`config.mk`:
```
export PLATFORM = sky130hd
export DESIGN_NAME = sys_bridge
export DESIGN_NICKNAME = d
export VERILOG_FILES = /design/src/rtl/sys_bridge_pkg.sv /design/src/rtl/bridge_addr_decode.sv /design/src/rtl/sys_bridge.sv
export SDC_FILE = /design/constraint.sdc
export NUM_CORES = 1
export LEC_CHECK = 0
export ABC_CLOCK_PERIOD_IN_PS = 1500
export CORE_MARGIN = 4
export CORE_UTILIZATION = 33
export CTS_CLUSTER_SIZE = 12
export DETAILED_ROUTE_END_ITERATION = 8
export PLACE_DENSITY_LB_ADDON = 0.1
export SLEW_MARGIN = 20
export SYNTH_ARGS = -nofsm -noshare
export SYNTH_HDL_FRONTEND = slang
export SYNTH_SLANG_ARGS = --single-unit
export TNS_END_PERCENT = 50
```
`constraint.sdc`:
```
create_clock -name clk -period 1.5 [get_ports clk]
set_input_delay 0.3 -clock clk [delete_from_list [all_inputs] [get_ports clk]]
set_output_delay 0.3 -clock clk [all_outputs]
set_load 0.02 [all_outputs]
```
`src/rtl/sys_bridge_pkg.sv`:
```
// Shared types and constants for the sys_bridge processor-to-memory/device bridge.
// States, address regions, default device window bases and the error read pattern.
package sys_bridge_pkg;

    typedef enum logic [1:0] {
        ST_IDLE = 2'd0,
        ST_MEM  = 2'd1,
        ST_DEV  = 2'd2,
        ST_RESP = 2'd3
    } state_t;

    typedef enum logic [1:0] {
        RGN_MEM  = 2'd0,
        RGN_DEV0 = 2'd1,
        RGN_DEV1 = 2'd2,
        RGN_NONE = 2'd3
    } region_t;

    localparam logic [31:0] DEV0_BASE_DEFAULT = 32'h0000_7F00;
    localparam logic [31:0] DEV1_BASE_DEFAULT = 32'h0000_7F10;
    localparam logic [31:0] ERR_RDATA         = 32'hDEAD_BEEF;

    // Device windows are 16 bytes and aligned, so only bits [31:4] identify one.
    function automatic logic in_window(input logic [31:0] addr, input logic [31:0] base);
        return addr[31:4] == base[31:4];
    endfunction

endpackage

```
`src/rtl/bridge_addr_decode.sv`:
```
// Combinational address decoder for sys_bridge: byte address -> target region
// plus word offset inside a 16-byte device window.
module bridge_addr_decode
    import sys_bridge_pkg::*;
#(
    parameter int          MEM_AW    = 14,
    parameter logic [31:0] DEV0_BASE = DEV0_BASE_DEFAULT,
    parameter logic [31:0] DEV1_BASE = DEV1_BASE_DEFAULT
) (
    input  logic [31:0] addr,
    output region_t     region,
    output logic [1:0]  word_off
);

    // Byte lanes are selected by the byte enables, never by the low address bits.
    logic unused_lane_bits;
    assign unused_lane_bits = ^addr[1:0];

    always_comb begin
        // NOTE: default assignment first so every path drives region and no latch is inferred.
        region = RGN_NONE;
        if (addr[31:MEM_AW] == '0) begin
            region = RGN_MEM;
        end else if (in_window(addr, DEV0_BASE)) begin
            region = RGN_DEV0;
        end else if (in_window(addr, DEV1_BASE)) begin
            region = RGN_DEV1;
        end
    end

    assign word_off = addr[3:2];

endmodule

```
`src/rtl/sys_bridge.sv`:
```
// Single-outstanding bus bridge between the core memory port, synchronous RAM and two
// memory-mapped devices. Define BRIDGE_TIMEOUT_EN to add a device acknowledge timeout.
module sys_bridge
    import sys_bridge_pkg::*;
#(
    parameter int          MEM_AW         = 14,
    parameter int          MEM_WAIT       = 1,
    parameter logic [31:0] DEV0_BASE      = DEV0_BASE_DEFAULT,
    parameter logic [31:0] DEV1_BASE      = DEV1_BASE_DEFAULT,
    parameter int          TIMEOUT_CYCLES = 16
) (
    input  logic              clk,
    input  logic              reset,
    input  logic [31:0]       pr_addr,
    input  logic [31:0]       pr_wdata,
    input  logic [3:0]        pr_be,
    input  logic              pr_we,
    input  logic              pr_req,
    output logic [31:0]       pr_rdata,
    output logic              pr_ready,
    output logic              bus_err,
    output logic [4:0]        hw_int,
    output logic              mem_en,
    output logic              mem_we,
    output logic [MEM_AW-3:0] mem_addr,
    output logic [3:0]        mem_be,
    output logic [31:0]       mem_wdata,
    input  logic [31:0]       mem_rdata,
    output logic [1:0]        dev_sel,
    output logic              dev_we,
    output logic [1:0]        dev_addr,
    output logic [3:0]        dev_be,
    output logic [31:0]       dev_wdata,
    input  logic [31:0]       dev_rdata0,
    input  logic [31:0]       dev_rdata1,
    input  logic [1:0]        dev_ack,
    input  logic [4:0]        dev_irq
);

    localparam int WAIT_W = $clog2(MEM_WAIT + 1);

    state_t            state, state_nxt;
    region_t           dec_region, region_q;
    logic [1:0]        dec_off, off_q;
    logic [MEM_AW-3:0] waddr_q;
    logic [31:0]       wdata_q;
    logic [3:0]        be_q;
    logic              we_q;
    logic [WAIT_W-1:0] wait_cnt;
    logic [31:0]       rdata_q;
    logic              err_q;
    logic              mem_last;
    logic              dev_hit;
    logic [31:0]       dev_rd;

    bridge_addr_decode #(
        .MEM_AW    (MEM_AW),
        .DEV0_BASE (DEV0_BASE),
        .DEV1_BASE (DEV1_BASE)
    ) u_decode (
        .addr     (pr_addr),
        .region   (dec_region),
        .word_off (dec_off)
    );

    assign mem_last = (wait_cnt == WAIT_W'(MEM_WAIT));
    assign dev_hit  = (region_q == RGN_DEV0) ? dev_ack[0] : dev_ack[1];
    assign dev_rd   = (region_q == RGN_DEV0) ? dev_rdata0 : dev_rdata1;

`ifdef BRIDGE_TIMEOUT_EN
    localparam int TO_W = $clog2(TIMEOUT_CYCLES + 1);
    logic [TO_W-1:0] to_cnt;
    logic            to_expired;
    assign to_expired = (to_cnt == TO_W'(TIMEOUT_CYCLES - 1));
`else
    logic unused_timeout_cfg;
    assign unused_timeout_cfg = ^{TIMEOUT_CYCLES, ERR_RDATA};
`endif

    always_ff @(posedge clk) begin
        if (reset) begin
            state <= ST_IDLE;
        end else begin
            state <= state_nxt;
        end
    end

    always_comb begin
        state_nxt = state;
        mem_en    = 1'b0;
        mem_we    = 1'b0;
        dev_sel   = 2'b00;
        dev_we    = 1'b0;
        pr_ready  = 1'b0;
        bus_err   = 1'b0;
        case (state)
            ST_IDLE: begin
                if (pr_req) begin
                    case (dec_region)
                        RGN_MEM:            state_nxt = ST_MEM;
                        RGN_DEV0, RGN_DEV1: state_nxt = ST_DEV;
                        default:            state_nxt = ST_RESP;
                    endcase
                end
            end
            ST_MEM: begin
                // The RAM is strobed once on entry; the remaining cycles only wait for data.
                mem_en = (wait_cnt == '0);
                mem_we = mem_en & we_q;
                if (mem_last) begin
                    state_nxt = ST_RESP;
                end
            end
            ST_DEV: begin
                dev_sel = (region_q == RGN_DEV0) ? 2'b01 : 2'b10;
                dev_we  = we_q;
                if (dev_hit) begin
                    state_nxt = ST_RESP;
                end
`ifdef BRIDGE_TIMEOUT_EN
                else if (to_expired) begin
                    state_nxt = ST_RESP;
                end
`endif
            end
            ST_RESP: begin
                pr_ready  = 1'b1;
                bus_err   = err_q;
                state_nxt = ST_IDLE;
            end
            default: state_nxt = ST_IDLE;
        endcase
    end

    always_ff @(posedge clk) begin
        // NOTE: the datapath is reset as well, so pr_rdata and hw_int read 0 straight out of reset.
        if (reset) begin
            region_q <= RGN_NONE;
            off_q    <= 2'b00;
            waddr_q  <= '0;
            wdata_q  <= '0;
            be_q     <= 4'b0000;
            we_q     <= 1'b0;
            wait_cnt <= '0;
            rdata_q  <= '0;
            err_q    <= 1'b0;
            hw_int   <= 5'b00000;
`ifdef BRIDGE_TIMEOUT_EN
            to_cnt   <= '0;
`endif
        end else begin
            // NOTE: non-blocking assignments so every register samples pre-edge values.
            hw_int <= dev_irq;
            case (state)
                ST_IDLE: begin
                    if (pr_req) begin
                        region_q <= dec_region;
                        off_q    <= dec_off;
                        waddr_q  <= pr_addr[MEM_AW-1:2];
                        wdata_q  <= pr_wdata;
                        be_q     <= pr_be;
                        we_q     <= pr_we;
                        wait_cnt <= '0;
                        rdata_q  <= '0;
                        err_q    <= (dec_region == RGN_NONE);
`ifdef BRIDGE_TIMEOUT_EN
                        to_cnt   <= '0;
`endif
                    end
                end
                ST_MEM: begin
                    wait_cnt <= wait_cnt + 1'b1;
                    if (mem_last && !we_q) begin
                        rdata_q <= mem_rdata;
                    end
                end
                ST_DEV: begin
                    if (dev_hit) begin
                        if (!we_q) begin
                            rdata_q <= dev_rd;
                        end
                    end
`ifdef BRIDGE_TIMEOUT_EN
                    else if (to_expired) begin
                        rdata_q <= ERR_RDATA;
                        err_q   <= 1'b1;
                    end
                    to_cnt <= to_cnt + 1'b1;
`endif
                end
                default: ;
            endcase
        end
    end

    assign pr_rdata  = rdata_q;
    assign mem_addr  = waddr_q;
    assign mem_be    = be_q;
    assign mem_wdata = wdata_q;
    assign dev_addr  = off_q;
    assign dev_be    = be_q;
    assign dev_wdata = wdata_q;

endmodule

```
==> Yosys cells after proc, flatten, opt, wreduce, memory -nomap -nowiden <==
Index checks and enable logic that the tools add are counted.
{ "totals": {"elab_cells": 64, "output_inout_bits": 130, "regBits": 94} }
{ "op_classes": {"add_sub_neg": 1, "eq_ne": 14, "n_reduce_logical": 12, "bitwise_logic": 2, "n_mux": 24} }
{ "ops": {"columns": ["op", "n"], "rows": [
  ["$mux 32", 5],
  ["$pmux 32 s3", 1],
  ["$eq 28x11->1 const B", 2],
  ["$logic_not 18->1", 1],
  ["$mux 2", 7],
  ["$ne 2x2->1 const B", 5],
  ["$eq 2x2->1 const B", 4],
  ["$mux 1", 8],
  ["$pmux 2 s4", 1],
  ["$eq 2x1->1 const B", 3],
  ["$reduce_and 5->1", 1],
  ["$logic_not 2->1", 2],
  ["$pmux 2 s2", 1],
  ["$reduce_and 2->1", 2],
  ["$reduce_and 3->1", 1],
  ["$reduce_bool 3->1", 1],
  ["$pmux 1 s2", 1],
  ["$reduce_bool 2->1", 1],
  ["$reduce_or 2->1", 1],
  ["$add 1x1->1 const B", 1],
  ["$and 1x1->1", 1],
  ["$logic_and 1x1->1", 1],
  ["$logic_not 1->1", 1],
  ["$not 1->1", 1]
]} }

==> Logic depth before layout (Yosys ltp) <==
Gate-level depths: netlist (run 1).
{ "depth": {"word_depth": 9, "depth_mapped": 8, "mapped_depth_nobuf": 8} }

==> Cells and area by module <==
From an unflattened synthesis (run 1), not the netlist that was laid out.
{ "unflattened": {"cells_unflattened": 556, "hier_area_um2": 4645.7} }
{ "modules_own_cells": {"columns": ["mod", "n_inst", "area_each_um2", "seq_area_each_um2", "cells_each"], "rows": [
  ["sys_bridge", 1, 4536.9, 1881.8, 540],
  ["bridge_addr_decode", 1, 108.9, 0.0, 16]
]} }

==> Worst setup path before layout (run 1) <==
OpenSTA, ideal clock, no wires.
{ "synth_timing": {"kind": "input to register", "from": "in pr_addr[7]", "to": "reg state[0]", "required_ns": 1.422, "path_stages": 8, "setup_slack_ns": -0.091, "setup_ns": 0.078, "arrival_ns": 1.513, "path_cell_list": "and4b_1 -> nand4_1 -> o21ai_0 -> and2_1 -> ha_1 -> o21ai_0 -> nor3_1 -> nor3_1"} }
{ "synth_via": {"elab_chain_cells": 9} }
{ "synth_lines": {"columns": ["item", "line", "rtl"], "rows": [
  ["from (decl)", "sys_bridge.sv:14", "input logic [31:0] pr_addr,"],
  ["$eq 28x11->1", "sys_bridge_pkg.sv:25", "return addr[31:4] == base[31:4];"],
  ["$mux 1", "bridge_addr_decode.sv:26", "end else if (in_window(addr, DEV1_BASE)) begin"],
  ["$mux 2 (*)", "bridge_addr_decode.sv:24", "end else if (in_window(addr, DEV0_BASE)) begin"],
  ["$mux 2 (*)", "bridge_addr_decode.sv:22", "if (addr[31:MEM_AW] == '0) begin"],
  ["$eq 2x1->1 / $eq 2x2->1 (equally long branches)", "sys_bridge.sv:99", "case (dec_region)"],
  ["$reduce_or 2->1", "sys_bridge.sv:99", null],
  ["$pmux 2 s2 (*)", "sys_bridge.sv:99", null],
  ["$mux 2 (*)", "sys_bridge.sv:98", "if (pr_req) begin"],
  ["$pmux 2 s4 (*)", "sys_bridge.sv:96", "case (state)"],
  ["to (signal assigned)", "sys_bridge.sv:84", "state <= state_nxt;"],
  ["to (decl)", "sys_bridge.sv:42", "state_t state, state_nxt;"]
]} }
Every way passes the cells marked *; elsewhere a longest branch is shown, timed or not. The select of a mux whose other input is x is not followed.
A chain may end at the register's enable or synchronous reset.

==> Final worst setup path (run 1) <==
{ "layout_timing": {"from": "reg state[0]", "to": "reg rdata_q[7], in the netlist pr_rdata[7]"} }
{ "layout_via": {"elab_chain_cells": 3} }
{ "layout_lines": {"columns": ["item", "line", "rtl"], "rows": [
  ["$eq 2x1->1, or another cell as far along", "sys_bridge.sv:154", "case (state)"],
  ["$ne 2x2->1 (no source line) / $reduce_bool 3->1 (equally long branches)", null, null],
  ["$reduce_and 5->1 (no source line)", null, null],
  ["to (signal assigned)", "sys_bridge.sv:174", "rdata_q <= mem_rdata;"],
  ["to (signal assigned)", "sys_bridge.sv:180", "rdata_q <= dev_rd;"],
  ["to (decl)", "sys_bridge.sv:50", "logic [31:0] rdata_q;"]
]} }
Several ways; a longest one is shown, not always the timed one.

==> flow_summary.ini, run 1 <==
[yosys]
netlist_instances = 550
synth_cell_type_count = 34
yosys_most_used_dff = dfxtp_1
synth_warnings = 0
netlist_area_mm2 = 0.004624
ys_seq_area_frac = 0.3983
synth_edf_count = 0
async_flop_share = 0
syn_area_per_cell_um2 = 8.408
synth-seq-cells = 92
synth_nets = 732

[drt]
vias_per_cell = 4.801
drc = 0
drt_iter0_markers = 152
totalWireLength_mm = 16.64
ant_nets = 0
drtPass1Iterations = 4
vias = 4839
wl_per_cell_um = 16.50

[worst_setup_path]
r2r_end = pr_rdata[7]
slowest_delay_ns = 0.37
r2r-start = state[0]
critPathCaptureType = flop
reg2reg_depth = 9
worstPathCellList = inv_4 > ha_4 > nand3b_4 > buf_6 > o211a_4 > nand4b_4 > buf_12 > buf_16 > mux2i_1
crit_fanout = 8
worstPathRequired_ns = 1.77
startpoint_type = flop
crit_slowest_cell = dfxtp_4
crit_type = reg2reg
r2r_slack_ns = -0.22
arrival_ns = 1.99

[global_route]
overflow = 0
antenna_found_initial = 0
grtUsageTotal = 0.2029
grt_pass1_wl_mm = 26.36
grt_pass1_vias = 5101
grt_max_degree = 43

[place]
placed_area_mm2 = 0.007707
port_buffers = 302
gp_congestion = 0.8519
dpl.cell_count = 982
post-dp-hpwl_mm = 12.43

[die]
die_h_um = 126.4
start_util = 0.3424
coreArea_mm2 = 0.01351
rows = 42
io_pins = 305
dieArea_mm2 = 0.01597
die_x_um = 126.4

[finish]
fin_cells = 1008
areaGrowthSynthToFinish_pct = 76.11
drive_above_1_share = 0.1370
nets = 1009
seq_area_mm2 = 0.001849
fill_cells = 1219
final_area_mm2 = 0.008144
finish.utilization = 0.6030
antenna_cells = 0
multi_input_area_mm2 = 0.002416

[power]
p_per_area_mw_per_mm2 = 1492
leakage_uw = 0.003780
pwr-share-clk = 0.198
p_sw_uw = 4621
p_seq_frac = 0.261
p_total_uw = 12150
p_int_uw = 7533
p_comb_frac = 0.542
vdd_drop_max_mv = 1.022
swShare = 0.3802

[sta]
period_share = 1.148
setup_slack_ns = -0.2216
slew_headroom = 0.7717
setup_viol = 40
drv_slew = 0
worst_pin_slew_ns = 0.3425
fin_crit_ns = 1.722
final_hold_viol_count = 0
clock_skew_ns = 0.005155
rsz0062_at_grt = yes
fmax_mhz = 580.9

[worst_hold_path]
worstHoldStart = pr_addr[10]
whs_endpoint = mem_addr[8]
holdPathStages = 3
hold_path.class = in2reg

[clocking]
clock_latency_ns = 0.34
holdBufCountCts = 0
clockRootBuffer = clkbuf_16
cts_max_path_buffers = 2
cts_sinks = 92
tritoncts = done
h-tree-depth = 3
numCtsBuffers = 9
clk_pin_slew_ns = 0.07

[status]
status = finished with violations
violations = negative setup slack

[job]
max-cap-violations = 0
worst max-delay path, delay by kind of cell (launching register included):
kind	cells	cell delay [ns]
mux	1	0.19
buf+inv	4	0.46
fa+ha+maj	1	0.16
simple gates	2	0.23
compound gates	1	0.23
flops	1	0.37
power by group through the flow:
stage	clock network [uW]	logic, uW	registers [uW]
after floorplan	0	3410	3620
after global placement	0	5960	3190
after detailed placement	0	6020	3220
after CTS	2470	6750	3170
after global routing	2580	7070	3230
final	2400	6580	3170
kinds of logic after synthesis:
| family | Yosys count | share of synthesized area |
|---|---|---|
| and+or+nand+nor | 208 | 0.2319 |
| buffers and inverters | 85 | 0.1144 |
| muxes | 32 | 0.06926 |
| AOI/OAI and AO/OA | 126 | 0.1672 |
| adders and majority gates | 7 | 0.01894 |
| DFF | 92 | 0.3983 |
worst max-delay path by stage:
stage | startpoint | endpoint | slack [ns] | depth (start not counted)
CTS | state[0] | pr_rdata[14] | -0.22 | 9
floorplan | pr_addr[28] | state[0] | -0.01 | 8
finish | state[0] | pr_rdata[7] | -0.22 | 9
detailed placement | pr_addr[24] | state[0] | -0.69 | 9
global placement | pr_addr[24] | state[0] | -0.63 | 9
global route | state[0] | pr_rdata[24] | -0.32 | 9
cells in the final DEF, fill, tap and decap left out, types with 3 or more instances in the layout:
cell             count
nand2b_1            33
a22o_1              32
dfxtp_1             90
mux2i_1             30
nor2b_1              5
o21ai_0             24
and2_4               6
buf_6               10
and3_1              32
o21ai_1             11
buf_4               28
nand2_1            103
ha_4                 5
nor3_1               6
clkdlybuf4s15_1      6
inv_6                3
a21oi_1             54
clkbuf_16           10
dlygate4sd2_1      133
buf_2               10
clkdlybuf4s50_1    145
nor4_2               4
buf_12               9
inv_4                3
area by class of cell:
cell class              instances  share of cell area
repair buffers                345              0.4065
multi-input cells             373              0.2967
flip-flops and latches         92              0.2271
clock buffers                  11             0.03119
well taps                     176             0.02704
clock inverters                 5            0.007835
inverters                       6            0.003687
synthesized netlist by cell type (3+ instances only):
library cell  count  area [um2]
a21oi_1          54       270.3
a22o_1           32       280.3
and2_1            7       43.79
and3_1           32       200.2
buf_12            3       60.06
buf_2            12       60.06
buf_4            39       292.8
clkbuf_1         25       93.84
dfxtp_1          92        1842
ha_1              7       87.58
inv_1             5       18.77
mux2i_1          32       320.3
nand2_1         104       390.4
nand2b_1         33       206.5
nor2_1            3       11.26
nor2b_1           6       37.54
nor3_1            7       35.03
nor4_1            4       25.02
o21ai_0          36       180.2
per-layer routing:
metal,global-route usage,share of wire,vias up
met2,0.3618,0.51,176
met3,0.05549,0.070,36
met5,0,0,-
met1,0.2257,0.39,2233
li1,-,-,2394
met4,0.08833,0.030,0
flip-flops by register name, summed over array words and instances (netlist names):
name,cells
dev_wdata,32
pr_rdata,32
mem_addr,11
hw_int,5
dev_be,4
region_q,2
state,2
dev_addr,1
err_q,1
mem_last,1
we_q,1
through the flow:
| step | setup TNS, ns | setup WS (ns) | hold WS (ns) |
|---|---|---|---|
| global placement | -14.73 | -0.6342 | 0.4423 |
| finish | -5.877 | -0.2216 | 0.2089 |
| floorplan | -0.1286 | -0.01303 | 0.4282 |
| detailed placement | -15.90 | -0.6921 | 0.4501 |
| global route | -8.856 | -0.3154 | 0.2057 |
| CTS | -6.672 | -0.2238 | 0.1936 |
timing repair:
item | in CTS | in global routing
endpoints found under the setup margin | 208 | 57
hold endpoints to repair | 0 | 0
cloned | 3 | 0
buffers inserted | 7 | 1
gates resized for setup | 263 | 15
pin swaps | 24 | 1
(Power assumes the default switching activity.)
==> inputs of run 2 (changes only) <==
--- a/constraint.sdc
+++ b/constraint.sdc
@@ -3,2 +3,2 @@
 set_output_delay 0.3 -clock clk [all_outputs]
-set_load 0.02 [all_outputs]
+set_load 0.1 [all_outputs]
==> run 2 against run 1 <==
- the run still ends with negative setup slack left
- clock skew rose by 0.0026 ns
- total power rose by 53%
- clock power barely moved
- die area did not move
- routed wire length rose by 13%
- combinational power rose by 93%
- register-to-register slack got worse by 0.02 ns
- utilization rose by 14 points
- non-clock buffer count rose by 17
- sequential share of layout area fell by 4.2 points
==> flow_summary.ini, run 2 (synthesized netlist as in run 1, its figures left out) <==
[sta]
setup_viol = 88
fin_crit_ns = 1.778
drv_slew = 0
clock_skew_ns = 0.007800
worst_pin_slew_ns = 0.4135
setup_slack_ns = -0.2775
tns_ns = -9.461
fmax_mhz = 562.6
period_share = 1.185
final_hold_viol_count = 0
rsz0062_at_grt = yes
slew_headroom = 0.7244

[drt]
wl_per_cell_um = 18.38
ant_nets = 0
totalWireLength_mm = 18.82
drtPass1Iterations = 5
vias = 5100
vias_per_cell = 4.980
drc = 0
drt_iter0_markers = 158

[global_route]
grt_pass1_vias = 5367
overflow = 0
antenna_found_initial = 1
grtUsageTotal = 0.2226
grt_max_degree = 36
grt_pass1_wl_mm = 28.50

[place]
post-dp-hpwl_mm = 13.71
port_buffers = 302
dpl.cell_count = 984
post-place-ws_ns = -0.7438
gp_congestion = 0.8471

[status]
status = finished with violations
violations = negative setup slack

[power]
p_seq_frac = 0.187
leakage_uw = 0.004028
vdd_drop_max_mv = 0.9516
swShare = 0.4686
p_int_uw = 9876
p_comb_frac = 0.685
p_sw_uw = 8710
pwr-share-clk = 0.129
p_per_area_mw_per_mm2 = 1858

[worst_setup_path]
slowest_delay_ns = 0.35
crit_fanout = 3
worstPathRequired_ns = 1.20
crit_slowest_cell = dfxtp_2
startpoint_type = flop
critPathCaptureType = primary output
r2r-start = state[0]
reg2reg_depth = 9
crit_top_cell = buf_6
r2r_end = pr_rdata[17]
r2r_slack_ns = -0.24
crit_type = reg2out
worstPathCellList = inv_2 > ha_4 > buf_6 > buf_6 > and2_4 > buf_12
arrival_ns = 1.48

[clocking]
clock_latency_ns = 0.34
h-tree-depth = 3
tritoncts = done
holdBufCountCts = 0
clockRootBuffer = clkbuf_16
cts_max_path_buffers = 2
cts_sinks = 92
clk_pin_slew_ns = 0.06
numCtsBuffers = 9

[die]
start_util = 0.3424
die_h_um = 126.4
io_pins = 305
coreArea_mm2 = 0.01351
rows = 42
dieArea_mm2 = 0.01597
die_x_um = 126.4

[finish]
nets = 1026
drive_above_1_share = 0.3365
final_cell_mix = clkdlybuf4s50_1 (147), buf_12 (140), nand2_1 (102)
fin_cells = 1024
areaGrowthSynthToFinish_pct = 116.3
seq_area_mm2 = 0.001851
multi_input_area_mm2 = 0.002534
layout_commonest_cell = clkdlybuf4s50_1
fill_cells = 903

[worst_hold_path]
hold_path.class = in2reg
whs_endpoint = mem_addr[5]
worstHoldStart = pr_addr[7]
holdPathStages = 3

[job]
max-cap-violations = 0
## run 2: changes by cell type in the layout (fill, tap and decap cells not counted), moves of 4 or more
| cell | before | now |
|---|---|---|
| a21oi_2 | 0 | 24 |
| buf_12 | 9 | 140 |
| dfxtp_2 | 0 | 4 |
| o21ai_1 | 11 | 17 |
| buf_2 | 10 | 6 |
| o21ai_2 | 1 | 8 |
| nor3_1 | 6 | 2 |
| a21oi_1 | 54 | 30 |
| dlygate4sd2_1 | 133 | 11 |
| o21ai_0 | 24 | 12 |
| nor3_2 | 1 | 5 |
## run 2: how the worst max path moves through the flow
stage / startpoint / end / slack (ns) / cells past startpoint
after floorplan: state[1] / mem_we / -0.38 / 6
after global placement: pr_addr[13] / state[0] / -0.72 / 9
after detailed placement: pr_addr[13] / state[0] / -0.74 / 9
after CTS: state[0] / mem_we / -0.27 / 6
after global routing: region_q[1] / dev_sel[1] / -0.33 / 4
final: state[0] / dev_we / -0.28 / 6
## run 2: per-stage QoR
step                      hold slack, ns  instance area (um2)  utilization  power [uW]
after floorplan                   0.4282                 4686            -       10530
after global placement            0.4633                 9046       0.6698       14280
after detailed placement          0.4764                 9046       0.6698       14440
after CTS                         0.2020                 9723       0.7199       18040
after global routing              0.2241                10000       0.7408       19270
final                             0.2118                10000       0.7408       18590
## run 2: cell type report
class	count	share of cell area
Antenna cell	1	0.0002501
Clock buffer	10	0.02289
Clock inverter	4	0.007629
Inverter	6	0.002876
Sequential cell	92	0.1850
Timing Repair Buffer	362	0.5061
Tap cell	176	0.02201
Multi-Input combinational cell	373	0.2533
## run 2: worst max-delay path, delay by kind of cell (launching register included)
kind	cells	cell delay (ns)
buf+inv	4	0.47
flops	1	0.35
simple gates	1	0.15
fa+ha+maj	1	0.16
## run 2: routing by layer
layer / vias up / GRT usage / part of all wire
met5: - / 0 / 0
met4: 0 / 0.08707 / 0.029
met3: 31 / 0.05422 / 0.063
met2: 195 / 0.4125 / 0.54
met1: 2435 / 0.2427 / 0.37
li1: 2439 / - / -
## run 2: power groups by stage
stage,clock (uW),combinational [uW],sequential [uW]
2_1_floorplan,0,4750,5780
3_3_place_gp,0,10800,3470
3_5_place_dp,0,10900,3500
4_1_cts,2440,12100,3460
5_1_grt,2530,13200,3520
6_report,2390,12700,3470
## run 2: timing repair
| action | 4_1_cts | 5_1_grt |
|---|---|---|
| cloned | 6 | 2 |
| pin swaps | 22 | 13 |
| buffers inserted | 15 | 3 |
| setup endpoints to repair | 94 | 92 |
| gates resized for setup | 86 | 72 |
==> inputs of run 3 (changes only) <==
Settings changed: GPL_TIMING_DRIVEN from default to 1.
==> results of run 3 <==
Final layout, timing and power as in run 2 (identical DEF).
